File: src/rtl/trdb_pkg.sv
// trdb_pkg: register offsets, CFG/STATUS bit indices and flush FSM states for trdb_regfile
package trdb_pkg;
  localparam int unsigned CFG_OFF = 32'h00;
  localparam int unsigned CTRL_OFF = 32'h04;
  localparam int unsigned STATUS_OFF = 32'h08;
  localparam int unsigned DUMP_OFF = 32'h0C;
  localparam int unsigned FILT_LO_OFF = 32'h10;
  localparam int unsigned FILT_HI_OFF = 32'h14;
  localparam int unsigned FILT_STRIDE = 8;
  localparam int unsigned CFG_TRACE_EN_BIT = 0;
  localparam int unsigned CFG_FILT_EN_LSB = 8;
  localparam int unsigned ST_BUSY_BIT = 0;
  localparam int unsigned ST_OVF_BIT = 1;
  localparam int unsigned ST_EMPTY_BIT = 2;
  localparam int unsigned ST_FULL_BIT = 3;
  localparam int unsigned ST_CNT_LSB = 8;
  typedef enum logic {IDLE = 1'b0, FLUSH = 1'b1} flush_state_e;
  function automatic int unsigned filt_lo_off(input int i);
    return FILT_LO_OFF + FILT_STRIDE * i;
  endfunction
  function automatic int unsigned filt_hi_off(input int i);
    return FILT_HI_OFF + FILT_STRIDE * i;
  endfunction
endpackage

File: src/rtl/trdb_fifo.sv
// trdb_fifo: synchronous FIFO; a push while full is accepted only alongside a pop
// ports: clk_i/rst_ni clock and async active-low reset; push_i/data_i write side;
// pop_i/data_o read side (data_o is 0 when empty); full_o/empty_o/count_o occupancy
module trdb_fifo #(
  parameter int unsigned DATA_WIDTH = 32,
  parameter int unsigned DEPTH = 4
) (
  input  logic                       clk_i,
  input  logic                       rst_ni,
  input  logic                       push_i,
  input  logic [DATA_WIDTH-1:0]      data_i,
  input  logic                       pop_i,
  output logic [DATA_WIDTH-1:0]      data_o,
  output logic                       full_o,
  output logic                       empty_o,
  output logic [$clog2(DEPTH):0]     count_o
);
  localparam int unsigned PW = $clog2(DEPTH);
  localparam int unsigned CW = PW + 1;
  logic [DEPTH-1:0][DATA_WIDTH-1:0] mem_q, mem_d;
  logic [PW-1:0] wptr_q, wptr_d, rptr_q, rptr_d;
  logic [CW-1:0] count_q, count_d;
  logic do_push, do_pop;
  assign full_o = count_q == CW'(DEPTH);
  assign empty_o = count_q == '0;
  assign count_o = count_q;
  assign data_o = empty_o ? '0 : mem_q[rptr_q];
  assign do_pop = pop_i & ~empty_o;
  assign do_push = push_i & (~full_o | do_pop);
  always_comb begin
    mem_d = mem_q;
    if (do_push) mem_d[wptr_q] = data_i;
    wptr_d = do_push ? wptr_q + PW'(1) : wptr_q;
    rptr_d = do_pop ? rptr_q + PW'(1) : rptr_q;
    count_d = (do_push && !do_pop) ? count_q + CW'(1) :
              (do_pop && !do_push) ? count_q - CW'(1) : count_q;
  end
  always_ff @(posedge clk_i or negedge rst_ni) begin
    if (!rst_ni) begin
      mem_q <= '0;
      wptr_q <= '0;
      rptr_q <= '0;
      count_q <= '0;
    end else begin
      mem_q <= mem_d;
      wptr_q <= wptr_d;
      rptr_q <= rptr_d;
      count_q <= count_d;
    end
  end
endmodule

File: src/rtl/trdb_regfile.sv
// trdb_regfile: trace debug register file with address filters, flush handshake and dump FIFO
// ports: clk_i/rst_ni clock and async active-low reset; per_* zero-wait peripheral bus;
// trace_enable_o/filter_* configuration outputs; flush_stream_o/flush_confirm_i flush
// handshake; dump_data_o/dump_valid_o/dump_ready_i dump stream
module trdb_regfile
  import trdb_pkg::*;
#(
  parameter int unsigned APB_ADDR_WIDTH = 12,
  parameter int unsigned NUM_FILTERS = 2,
  parameter int unsigned DUMP_DEPTH = 4
) (
  input  logic                             clk_i,
  input  logic                             rst_ni,
  input  logic                             per_valid_i,
  input  logic                             per_we_i,
  input  logic [APB_ADDR_WIDTH-1:0]        per_addr_i,
  input  logic [31:0]                      per_wdata_i,
  output logic [31:0]                      per_rdata_o,
  output logic                             per_ready_o,
  output logic                             trace_enable_o,
  output logic [NUM_FILTERS-1:0]           filter_en_o,
  output logic [NUM_FILTERS-1:0][31:0]     filter_lo_o,
  output logic [NUM_FILTERS-1:0][31:0]     filter_hi_o,
  output logic                             flush_stream_o,
  input  logic                             flush_confirm_i,
  output logic [31:0]                      dump_data_o,
  output logic                             dump_valid_o,
  input  logic                             dump_ready_i
);
  localparam int unsigned AW = APB_ADDR_WIDTH;
  localparam int unsigned CW = $clog2(DUMP_DEPTH) + 1;
  logic [31:0] cfg_q, cfg_d;
  logic [NUM_FILTERS-1:0][31:0] lo_q, lo_d, hi_q, hi_d;
  flush_state_e state_q, state_d;
  logic ovf_q, ovf_d;
  logic [AW-1:0] addr;
  logic rd, wr, wr_ctrl, wr_status, push, pop, full, empty, busy;
  logic [CW-1:0] count;
  logic [31:0] status, rdata;
  // byte lanes are not decoded; masking keeps every address bit consumed
  assign addr = per_addr_i & ~AW'(3);
  // reads are gated by reset so every data output is 0 while rst_ni is low
  assign rd = per_valid_i & ~per_we_i & rst_ni;
  assign wr = per_valid_i & per_we_i;
  assign wr_ctrl = wr && addr == AW'(CTRL_OFF);
  assign wr_status = wr && addr == AW'(STATUS_OFF);
  assign push = wr && addr == AW'(DUMP_OFF);
  assign pop = dump_valid_o & dump_ready_i;
  assign busy = state_q == FLUSH;
  assign per_ready_o = 1'b1;
  assign per_rdata_o = rd ? rdata : '0;
  assign trace_enable_o = cfg_q[CFG_TRACE_EN_BIT];
  assign filter_en_o = cfg_q[CFG_FILT_EN_LSB +: NUM_FILTERS];
  assign filter_lo_o = lo_q;
  assign filter_hi_o = hi_q;
  assign flush_stream_o = busy;
  assign dump_valid_o = ~empty;
  trdb_fifo #(.DATA_WIDTH(32), .DEPTH(DUMP_DEPTH)) u_fifo (
    .clk_i   (clk_i),
    .rst_ni  (rst_ni),
    .push_i  (push),
    .data_i  (per_wdata_i),
    .pop_i   (pop),
    .data_o  (dump_data_o),
    .full_o  (full),
    .empty_o (empty),
    .count_o (count)
  );
  always_comb begin
    status = '0;
    status[ST_BUSY_BIT] = busy;
    status[ST_OVF_BIT] = ovf_q;
    status[ST_EMPTY_BIT] = empty;
    status[ST_FULL_BIT] = full;
    status[ST_CNT_LSB +: 8] = 8'(count);
    rdata = '0;
    if (addr == AW'(CFG_OFF)) rdata = cfg_q;
    if (addr == AW'(CTRL_OFF)) rdata = {31'b0, busy};
    if (addr == AW'(STATUS_OFF)) rdata = status;
    for (int i = 0; i < int'(NUM_FILTERS); i++) begin
      if (addr == AW'(filt_lo_off(i))) rdata = lo_q[i];
      if (addr == AW'(filt_hi_off(i))) rdata = hi_q[i];
    end
  end
  always_comb begin
    cfg_d = (wr && addr == AW'(CFG_OFF)) ? per_wdata_i : cfg_q;
    for (int i = 0; i < int'(NUM_FILTERS); i++) begin
      lo_d[i] = (wr && addr == AW'(filt_lo_off(i))) ? per_wdata_i : lo_q[i];
      hi_d[i] = (wr && addr == AW'(filt_hi_off(i))) ? per_wdata_i : hi_q[i];
    end
    state_d = (state_q == IDLE) ? ((wr_ctrl && per_wdata_i[0]) ? FLUSH : IDLE) :
              (flush_confirm_i ? IDLE : FLUSH);
    // a dropped push sets overflow even when software clears it in the same cycle
    ovf_d = (push & full & ~pop) | (ovf_q & ~(wr_status & per_wdata_i[ST_OVF_BIT]));
  end
  always_ff @(posedge clk_i or negedge rst_ni) begin
    if (!rst_ni) begin
      cfg_q <= '0;
      lo_q <= '0;
      hi_q <= '0;
      state_q <= IDLE;
      ovf_q <= 1'b0;
    end else begin
      cfg_q <= cfg_d;
      lo_q <= lo_d;
      hi_q <= hi_d;
      state_q <= state_d;
      ovf_q <= ovf_d;
    end
  end
endmodule

File: config.mk
export PLATFORM = sky130hd
export DESIGN_NAME = trdb_regfile
export DESIGN_NICKNAME = d
export VERILOG_FILES = /design/src/rtl/trdb_pkg.sv /design/src/rtl/trdb_fifo.sv /design/src/rtl/trdb_regfile.sv
export SDC_FILE = /design/constraint.sdc
export NUM_CORES = 1
export LEC_CHECK = 0
export ABC_CLOCK_PERIOD_IN_PS = 5100
export BUFFER_PORTS_ARGS = -buffer_cell sky130_fd_sc_hd__buf_2
export CORE_ASPECT_RATIO = 0.8
export CORE_MARGIN = 2
export CORE_UTILIZATION = 46
export DETAILED_ROUTE_END_ITERATION = 10
export GPL_TIMING_DRIVEN = 0
export PLACE_DENSITY = 0.68
export SYNTH_ARGS = -nofsm -noshare
export SYNTH_HDL_FRONTEND = slang
export SYNTH_SLANG_ARGS = --single-unit
File: constraint.sdc
create_clock -name clk_i -period 5.1 [get_ports clk_i]
set_input_delay 0.51 -clock clk_i [delete_from_list [all_inputs] [get_ports clk_i]]
set_output_delay 0.51 -clock clk_i [all_outputs]
set_load 0.01 [all_outputs]
==> results.yml, run 1 <==
clock_tree:
  cts_resized: 0
  root_buffer: "clkbuf_16"
  cts_hold_buffers: 0
  cts_num_sinks: 297
  cts_buffers: 30
  cts_tree: "yes"
  path_clk_slew_ns: 0.07
  cts_buffer_depth: 3
  cts_setup_buffers: 0
  cts.htree.levels: 1
  insertion_delay_ns: 0.55
sta:
  finClkSkew_ns: 0.00884
  relSlewSlack: 0.179
  grt_setup_unrepaired: "no"
  maxSlewViolCount: 0
  finalHoldViolations: 11
  tightest_slew_ns: 1.22
  setup_viol: 0
  layout_min_cycle_time_ns: 4.04
  post-route-period-util: 0.791
  fmax_mhz: 248
  fin_hold_ws_ns: -0.00862
routing:
  firstDrtPassIters: 5
  via_count: 10100
  route.antenna.remaining_nets: 0
  drc: 0
  dr.first_iter.drc_count: 861
  wl_microns: 42200
  via_per_inst: 5.80
  wl_per_cell_microns: 24.4
power_and_ir_drop:
  clkPwrFrac: 0.434
  power.density_nw_per_um2: 326
  pwr-share-seq: 0.443
  combPwrFrac: 0.123
  power_switching_mw: 1.43
  ir_drop_uv: 274
  p_leak_nw: 8.74
  p_sw_frac: 0.261
  p_int_mw: 4.05
worst_setup_path:
  worstPathCellList: "buf_2, or4_1, buf_2, nor4_1, clkbuf_1, o21ai_0, a21oi_1, buf_2"
  crit_path_end_kind: "primary output"
  crit_slowest_cell: "nor4_1"
  path_delay_family: "simple AND/OR/NAND/NOR gates"
  crit_arrival_ns: 3.53
  critPathMaxFanout: 10
  required_ns: 4.59
  crit_buf_inv: 4
  startpoint_type: "primary input"
  critPathMaxStageDelay_ns: 0.99
  crit_type: "in -> out"
  path_common_cell: "buf_2"
placed_design:
  dp_hpwl_microns: 29200
  portBuffers: 240
  place_congestion: 0.889
logic_synthesis:
  synth_top_cell_by_area: "dfrtp_1"
  synth_cells: 1027
  ys.flop_type: "dfrtp_1"
  syn_nets: 1083
  syn_area_sq_um: 13900
  synth-edff-count: 0
  synth_area_leaders: "dfrtp_1 (53%), mux2_2 (23%), mux4_2 (5.2%)"
  async_flop_share: 1.00
  ys_warn_count: 0
  yosys_register_bits: 297
  seq_area_frac_synth: 0.534
  synth.avg_cell_area_sq_um: 13.6
  synth.distinct_cells: 51
  synth_top_area_share: 0.534
run_status:
  status: "complete, but fails checks"
  violations: "negative hold slack"
floorplan:
  io_pins: 248
  core_region_area_sq_um: 29600
  die_height_microns: 160
  die_x_microns: 199
  fp-row-count: 56
  start_util: 0.471
  die-area_sq_um: 31700
finish:
  finalNetCount: 1357
  fin_util: 0.568
  nFillCells: 2545
  syn_to_final_growth_pct: 20.5
  drive_gt1_frac: 0.484
hold_path:
  hold_path.class: "in -> async"
grt:
  antenna_found_initial: 1
  first_global_vias: 10100
  track_usage: 0.267
  grt_max_degree: 104
  grt_pass1_wl_microns: 63800
  grt_overflow_total: 0
job:
  drv_cap: 0
[worst paths after layout]
| path | slack [ns] | to | startpoint | cells after the start |
|---|---|---|---|---|
| setup / recovery | 1.06 | per_rdata_o[12] | per_addr_i[7] | 8 |
| hold / removal | -0.009 | filter_hi_o[3]$_DFFE_PN0P_ | rst_ni | 1 |
| setup reg to reg | 2.48 | u_fifo.count_o[1]$_DFFE_PN0P_ | u_fifo.count_o[0]$_DFFE_PN0P_ | 6 |
| hold reg to reg | 0.50 | cfg_q[17]$_DFFE_PN0P_ | cfg_q[17]$_DFFE_PN0P_ | 1 |
| max in group asynchronous | 4.11 | u_fifo.mem_q[47]$_DFFE_PN0P_ | rst_ni | 2 |
| min in group clk_i | 0.14 | flush_stream_o$_DFF_PN0_ | flush_confirm_i | 2 |
[synthesized netlist by cell type (3+ instances only)]
cell type	instances
dfrtp_1	297
mux2_2	281
o21ai_0	83
clkbuf_1	55
and2_1	33
mux4_2	32
a21oi_1	29
nor2b_1	28
o22ai_1	26
a211o_1	25
buf_1	13
buf_6	12
nor3_1	12
nand2_1	9
mux2_4	8
nor2_1	7
mux2i_1	6
ha_1	5
inv_1	5
o221ai_1	5
o22a_1	5
nand2_4	4
nand2b_1	4
nand4_1	4
xnor2_1	4
buf_4	3
[state kept, by name (all words and copies together) (netlist names)]
register and count:
u_fifo.mem_q 128, filter_hi_o 64, filter_lo_o 64, cfg_q 32
u_fifo.count_o 3, u_fifo.rptr_q 2, u_fifo.wptr_q 2, flush_stream_o 1
ovf_q 1
[power by group through the flow]
stage / clock network, mW / registers (mW) / logic [mW]
after floorplan: 0 / 2.46 / 0.368
after global placement: 0 / 2.47 / 0.656
after detailed placement: 0 / 2.47 / 0.672
after CTS: 2.41 / 2.43 / 0.675
after global routing: 2.51 / 2.43 / 0.726
final: 2.38 / 2.43 / 0.672
[worst reg2reg max path, stage by stage, from the launching register on]
cell and delay [ns]:
dfrtp_1 0.49, nor4b_1 0.78, nor3b_1 0.21, ha_1 0.27, inv_1 0.07, fa_1 0.42
mux2_2 0.28
[final cells by class]
| cell class | count | area (sq um) | area share |
|---|---|---|---|
| Antenna cell | 1 | 2.50 | 0.000149 |
| Timing Repair Buffer | 242 | 1270 | 0.0754 |
| Clock buffer | 43 | 911 | 0.0543 |
| Multi-Input combinational cell | 641 | 6060 | 0.361 |
| Tap cell | 406 | 508 | 0.0303 |
| Sequential cell | 297 | 7430 | 0.443 |
| Inverter | 5 | 18.8 | 0.00112 |
| Buffer | 84 | 418 | 0.0249 |
| Clock inverter | 13 | 170 | 0.0101 |
[metal layers]
| layer | part of all wire | up-vias | global-route usage |
|---|---|---|---|
| met5 | 0 | - | 0 |
| met4 | 0.024 | 0 | 0.0645 |
| met3 | 0.085 | 62 | 0.0593 |
| met2 | 0.44 | 437 | 0.400 |
| met1 | 0.45 | 5219 | 0.395 |
| li1 | - | 4335 | - |
[through the flow]
stage | instance area (sq um) | std cells | total power [mW] | TNS [ns] | setup WS (ns)
5_1_grt | 16800 | 1731 | 5.66 | 0 | 0.992
4_1_cts | 16800 | 1731 | 5.51 | 0 | 1.14
3_3_place_gp | 15600 | 1673 | 3.12 | -735.59 | -3.32
3_5_place_dp | 15700 | 1675 | 3.14 | 0 | 1.14
6_report | 16800 | 1732 | 5.48 | 0 | 1.06
2_1_floorplan | 13900 | 1027 | 2.83 | 0 | 2.27
[cells by family (layout without fill, tap and decap cells)]
| logic type | count (synthesis) | after routing | synth area share |
|---|---|---|---|
| muxes | 327 | 327 | 0.292 |
| and+or+nand+nor | 120 | 120 | 0.0542 |
| other | 1 | 2 | 0.000269 |
| DFF | 297 | 297 | 0.534 |
| AOI/OAI and AO/OA | 181 | 181 | 0.0789 |
| buffers and inverters | 89 | 387 | 0.0314 |
| adders and majority gates | 6 | 6 | 0.00593 |
| xor gates and xnor gates | 6 | 6 | 0.00377 |
[cell usage in the layout, fill, tap and decap left out, types with 5 or more instances in the layout]
| cell | Yosys | layout |
|---|---|---|
| o22ai_1 | 26 | 26 |
| buf_1 | 13 | 13 |
| mux2_4 | 8 | 8 |
| mux4_2 | 32 | 32 |
| inv_1 | 5 | 5 |
| and2_1 | 33 | 33 |
| a211o_1 | 25 | 25 |
| ha_1 | 5 | 5 |
| buf_2 | 1 | 240 |
| nand2_1 | 9 | 9 |
| clkbuf_8 | 0 | 9 |
| nor2_1 | 7 | 7 |
| mux2_2 | 281 | 281 |
| a21oi_1 | 29 | 29 |
| mux2i_1 | 6 | 6 |
| o21ai_0 | 83 | 83 |
| o22a_1 | 5 | 5 |
| o221ai_1 | 5 | 5 |
| nor3_1 | 12 | 12 |
| dfrtp_1 | 297 | 297 |
| buf_6 | 12 | 12 |
| clkinv_2 | 0 | 7 |
| clkbuf_1 | 55 | 58 |
| clkbuf_16 | 0 | 31 |
| nor2b_1 | 28 | 28 |
Power figures use the tool's default switching activity.
==> inputs of run 2 (changes only) <==
--- a/config.mk
+++ b/config.mk
@@ -5,14 +5,14 @@
 export SDC_FILE = /design/constraint.sdc
 export NUM_CORES = 1
 export LEC_CHECK = 0
-export ABC_CLOCK_PERIOD_IN_PS = 5100
+export ABC_CLOCK_PERIOD_IN_PS = 3650
 export BUFFER_PORTS_ARGS = -buffer_cell sky130_fd_sc_hd__buf_2
 export CORE_ASPECT_RATIO = 0.8
 export CORE_MARGIN = 2
 export CORE_UTILIZATION = 46
 export DETAILED_ROUTE_END_ITERATION = 10
 export GPL_TIMING_DRIVEN = 0
-export PLACE_DENSITY = 0.68
+export PLACE_DENSITY = 0.7
 export SYNTH_ARGS = -nofsm -noshare
 export SYNTH_HDL_FRONTEND = slang
 export SYNTH_SLANG_ARGS = --single-unit
==> constraint.sdc (replaced) <==
create_clock -name clk_i -period 3.65 [get_ports clk_i]
set_input_delay 0.365 -clock clk_i [delete_from_list [all_inputs] [get_ports clk_i]]
set_output_delay 0.365 -clock clk_i [all_outputs]
set_load 0.01 [all_outputs]
==> run 2 against run 1 <==
Effect of this change:
- the flow now finishes without violations
- highest routed layer unchanged
- via count down 0.41%
- worst setup slack worse by 0.83 ns
- non-clock buffer count is 3 higher
- critical path type is now reg -> out
- largest power group unchanged
- first-iteration DRC count fell by 16%
- clock power grew 26%
- die area stayed put
- global-route usage is 0.094 points lower
- clock-buffer cell count rose by 4
- sequential power grew 40%
==> results.yml, run 2 (synthesis gave the netlist of run 1 again) <==
worst_setup_path:
  r2r_cells: 6
  critPathMaxFanout: 10
  required_ns: 3.28
  crit_buf_inv: 3
  path_delay_family: "buffers and inverters"
  crit_type: "reg -> out"
  worstPathCellList: "clkbuf_1, clkdlybuf4s15_1, mux4_2, and2_1, buf_2"
  crit_path_end_kind: "primary output"
  path_depth: 5
  startpoint_type: "register"
  reg2reg_slack_ns: 1.07
  reg2reg_from: "u_fifo.count_o[0]$_DFFE_PN0P_"
  crit_slowest_cell: "clkdlybuf4s15_1"
  endpoint: "dump_data_o[6]"
  setup.worst_path.start: "u_fifo.rptr_q[0]$_DFFE_PN0P_"
  r2r-end: "u_fifo.count_o[1]$_DFFE_PN0P_"
  crit_arrival_ns: 3.05
  critPathMaxStageDelay_ns: 0.82
placed_design:
  dp_hpwl_microns: 29200
  dp_slack_ns: -0.0801
  portBuffers: 240
  placed_area_sq_um: 15700
  place_congestion: 0.901
finish:
  regMostFlops: "u_fifo.mem_q"
  finalNetCount: 1360
  largest_reg_flops: 128
  mostFrequentLayoutCells: "dfrtp_1 (297), mux2_2 (281), buf_2 (240)"
  nFillCells: 2486
  drive_gt1_frac: 0.477
  layout_commonest_cell: "dfrtp_1"
  syn_to_final_growth_pct: 20.0
  fin_area_sq_um: 16700
floorplan:
  die_x_microns: 199
  start_util: 0.471
  fp-row-count: 56
  die-area_sq_um: 31700
  die_height_microns: 160
  core_region_area_sq_um: 29600
  io_pins: 248
grt:
  antenna_found_initial: 1
  grt_overflow_total: 0
  grt_pass1_wl_microns: 63600
  track_usage: 0.266
  grt_max_degree: 115
  first_global_vias: 10100
sta:
  tightest_slew_ns: 1.08
  setup_viol: 0
  worst_slack_ns: 0.236
  finalHoldViolations: 0
  maxSlewViolCount: 0
  grt_setup_unrepaired: "no"
  post-route-period-util: 0.935
  relSlewSlack: 0.283
  finClkSkew_ns: 0.0127
  fmax_mhz: 293
  layout_min_cycle_time_ns: 3.41
hold_path:
  min_from: "dump_ready_i"
  hold_path.class: "in -> reg"
routing:
  via_per_inst: 5.78
  wl_per_cell_microns: 24.2
  route.antenna.remaining_nets: 0
  dr.first_iter.drc_count: 727
  wl_microns: 41900
  firstDrtPassIters: 5
  via_count: 10000
  drc: 0
clock_tree:
  cts_buffers: 30
  cts.htree.levels: 1
  root_buffer: "clkbuf_16"
  cts_tree: "yes"
  cts_buffer_depth: 3
  insertion_delay_ns: 0.56
  path_clk_slew_ns: 0.06
  cts_setup_buffers: 0
  cts_num_sinks: 297
power_and_ir_drop:
  p_int_mw: 5.39
  p_leak_nw: 8.70
  p_sw_frac: 0.262
  power_switching_mw: 1.92
  pwr-share-seq: 0.464
  combPwrFrac: 0.125
  clkPwrFrac: 0.411
  ir_drop_uv: 429
  power.density_nw_per_um2: 437
job:
  drv_cap: 0
run_status:
  status: "finished clean"
[run 2: cell types whose count changed in the layout (fill, tap and decap cells not counted), moves of 2 or more]
| cell | previous run | this run |
|---|---|---|
| clkbuf_1 | 58 | 65 |
| bufinv_16 | 4 | 1 |
| clkbuf_8 | 9 | 6 |
| dlygate4sd3_1 | 0 | 2 |
| clkinv_2 | 7 | 3 |
| clkinvlp_4 | 2 | 0 |
[run 2: area by class of cell]
class / count / area, sq um / area share
sequential: 297 / 7430 / 0.445
multi-input combinational: 641 / 6060 / 0.363
timing repair buffer: 245 / 1310 / 0.0786
clock buffer: 47 / 896 / 0.0536
tap: 406 / 508 / 0.0304
buffer: 84 / 424 / 0.0254
clock inverter: 5 / 53.8 / 0.00322
inverter: 5 / 18.8 / 0.00112
antenna: 1 / 2.50 / 0.000150
[run 2: metrics by stage]
step	power, mW	cells	hold WS [ns]	TNS, ns	utilization
2_1_floorplan	3.95	1027	0.0694	0	-
3_3_place_gp	4.34	1673	0.479	-1148.65	0.529
5_1_grt	7.58	1731	0.161	0	0.565
6_report	7.31	1731	0.142	0	0.565
4_1_cts	7.37	1730	0.140	0	0.565
3_5_place_dp	4.36	1675	0.419	-0.123	0.531
[run 2: how the worst min path moves through the flow]
stage | to | slack [ns] | cells past startpoint
6_report | u_fifo.rptr_q[1]$_DFFE_PN0P_ | 0.14 | 3
3_5_place_dp | filter_lo_o[41]$_DFFE_PN0P_ | 0.42 | 1
4_1_cts | u_fifo.rptr_q[1]$_DFFE_PN0P_ | 0.14 | 3
3_3_place_gp | cfg_q[20]$_DFFE_PN0P_ | 0.48 | 1
5_1_grt | u_fifo.rptr_q[1]$_DFFE_PN0P_ | 0.16 | 3
2_1_floorplan | cfg_q[0]$_DFFE_PN0P_ | 0.07 | 0
[run 2: power by group through the flow]
stage	Sequential, mW	Combinational [mW]	Clock (mW)
2_1_floorplan	3.44	0.514	0
3_3_place_gp	3.45	0.892	0
3_5_place_dp	3.45	0.912	0
4_1_cts	3.39	0.922	3.06
5_1_grt	3.39	0.999	3.19
6_report	3.39	0.914	3.01
[run 2: what timing repair did]
action | CTS | global route
resized for setup | 1 | 1
endpoints found under the setup margin | 7 | 2
hold buffers | 3 | 0
hold endpoints to repair | 83 | 0
[run 2: layer usage]
metal / track usage / vias up / share of wire
li1: - / 4346 / -
met1: 0.385 / 5172 / 0.44
met2: 0.400 / 422 / 0.44
met4: 0.0729 / 0 / 0.029
met5: 0 / - / 0
met3: 0.0648 / 72 / 0.089
[run 2: worst min-delay path: cells and delay by family]
family | cells | cell delay [ns]
xor+xnor | 1 | 0.06
buf+inv | 1 | 0.14
simple gates | 1 | 0.09
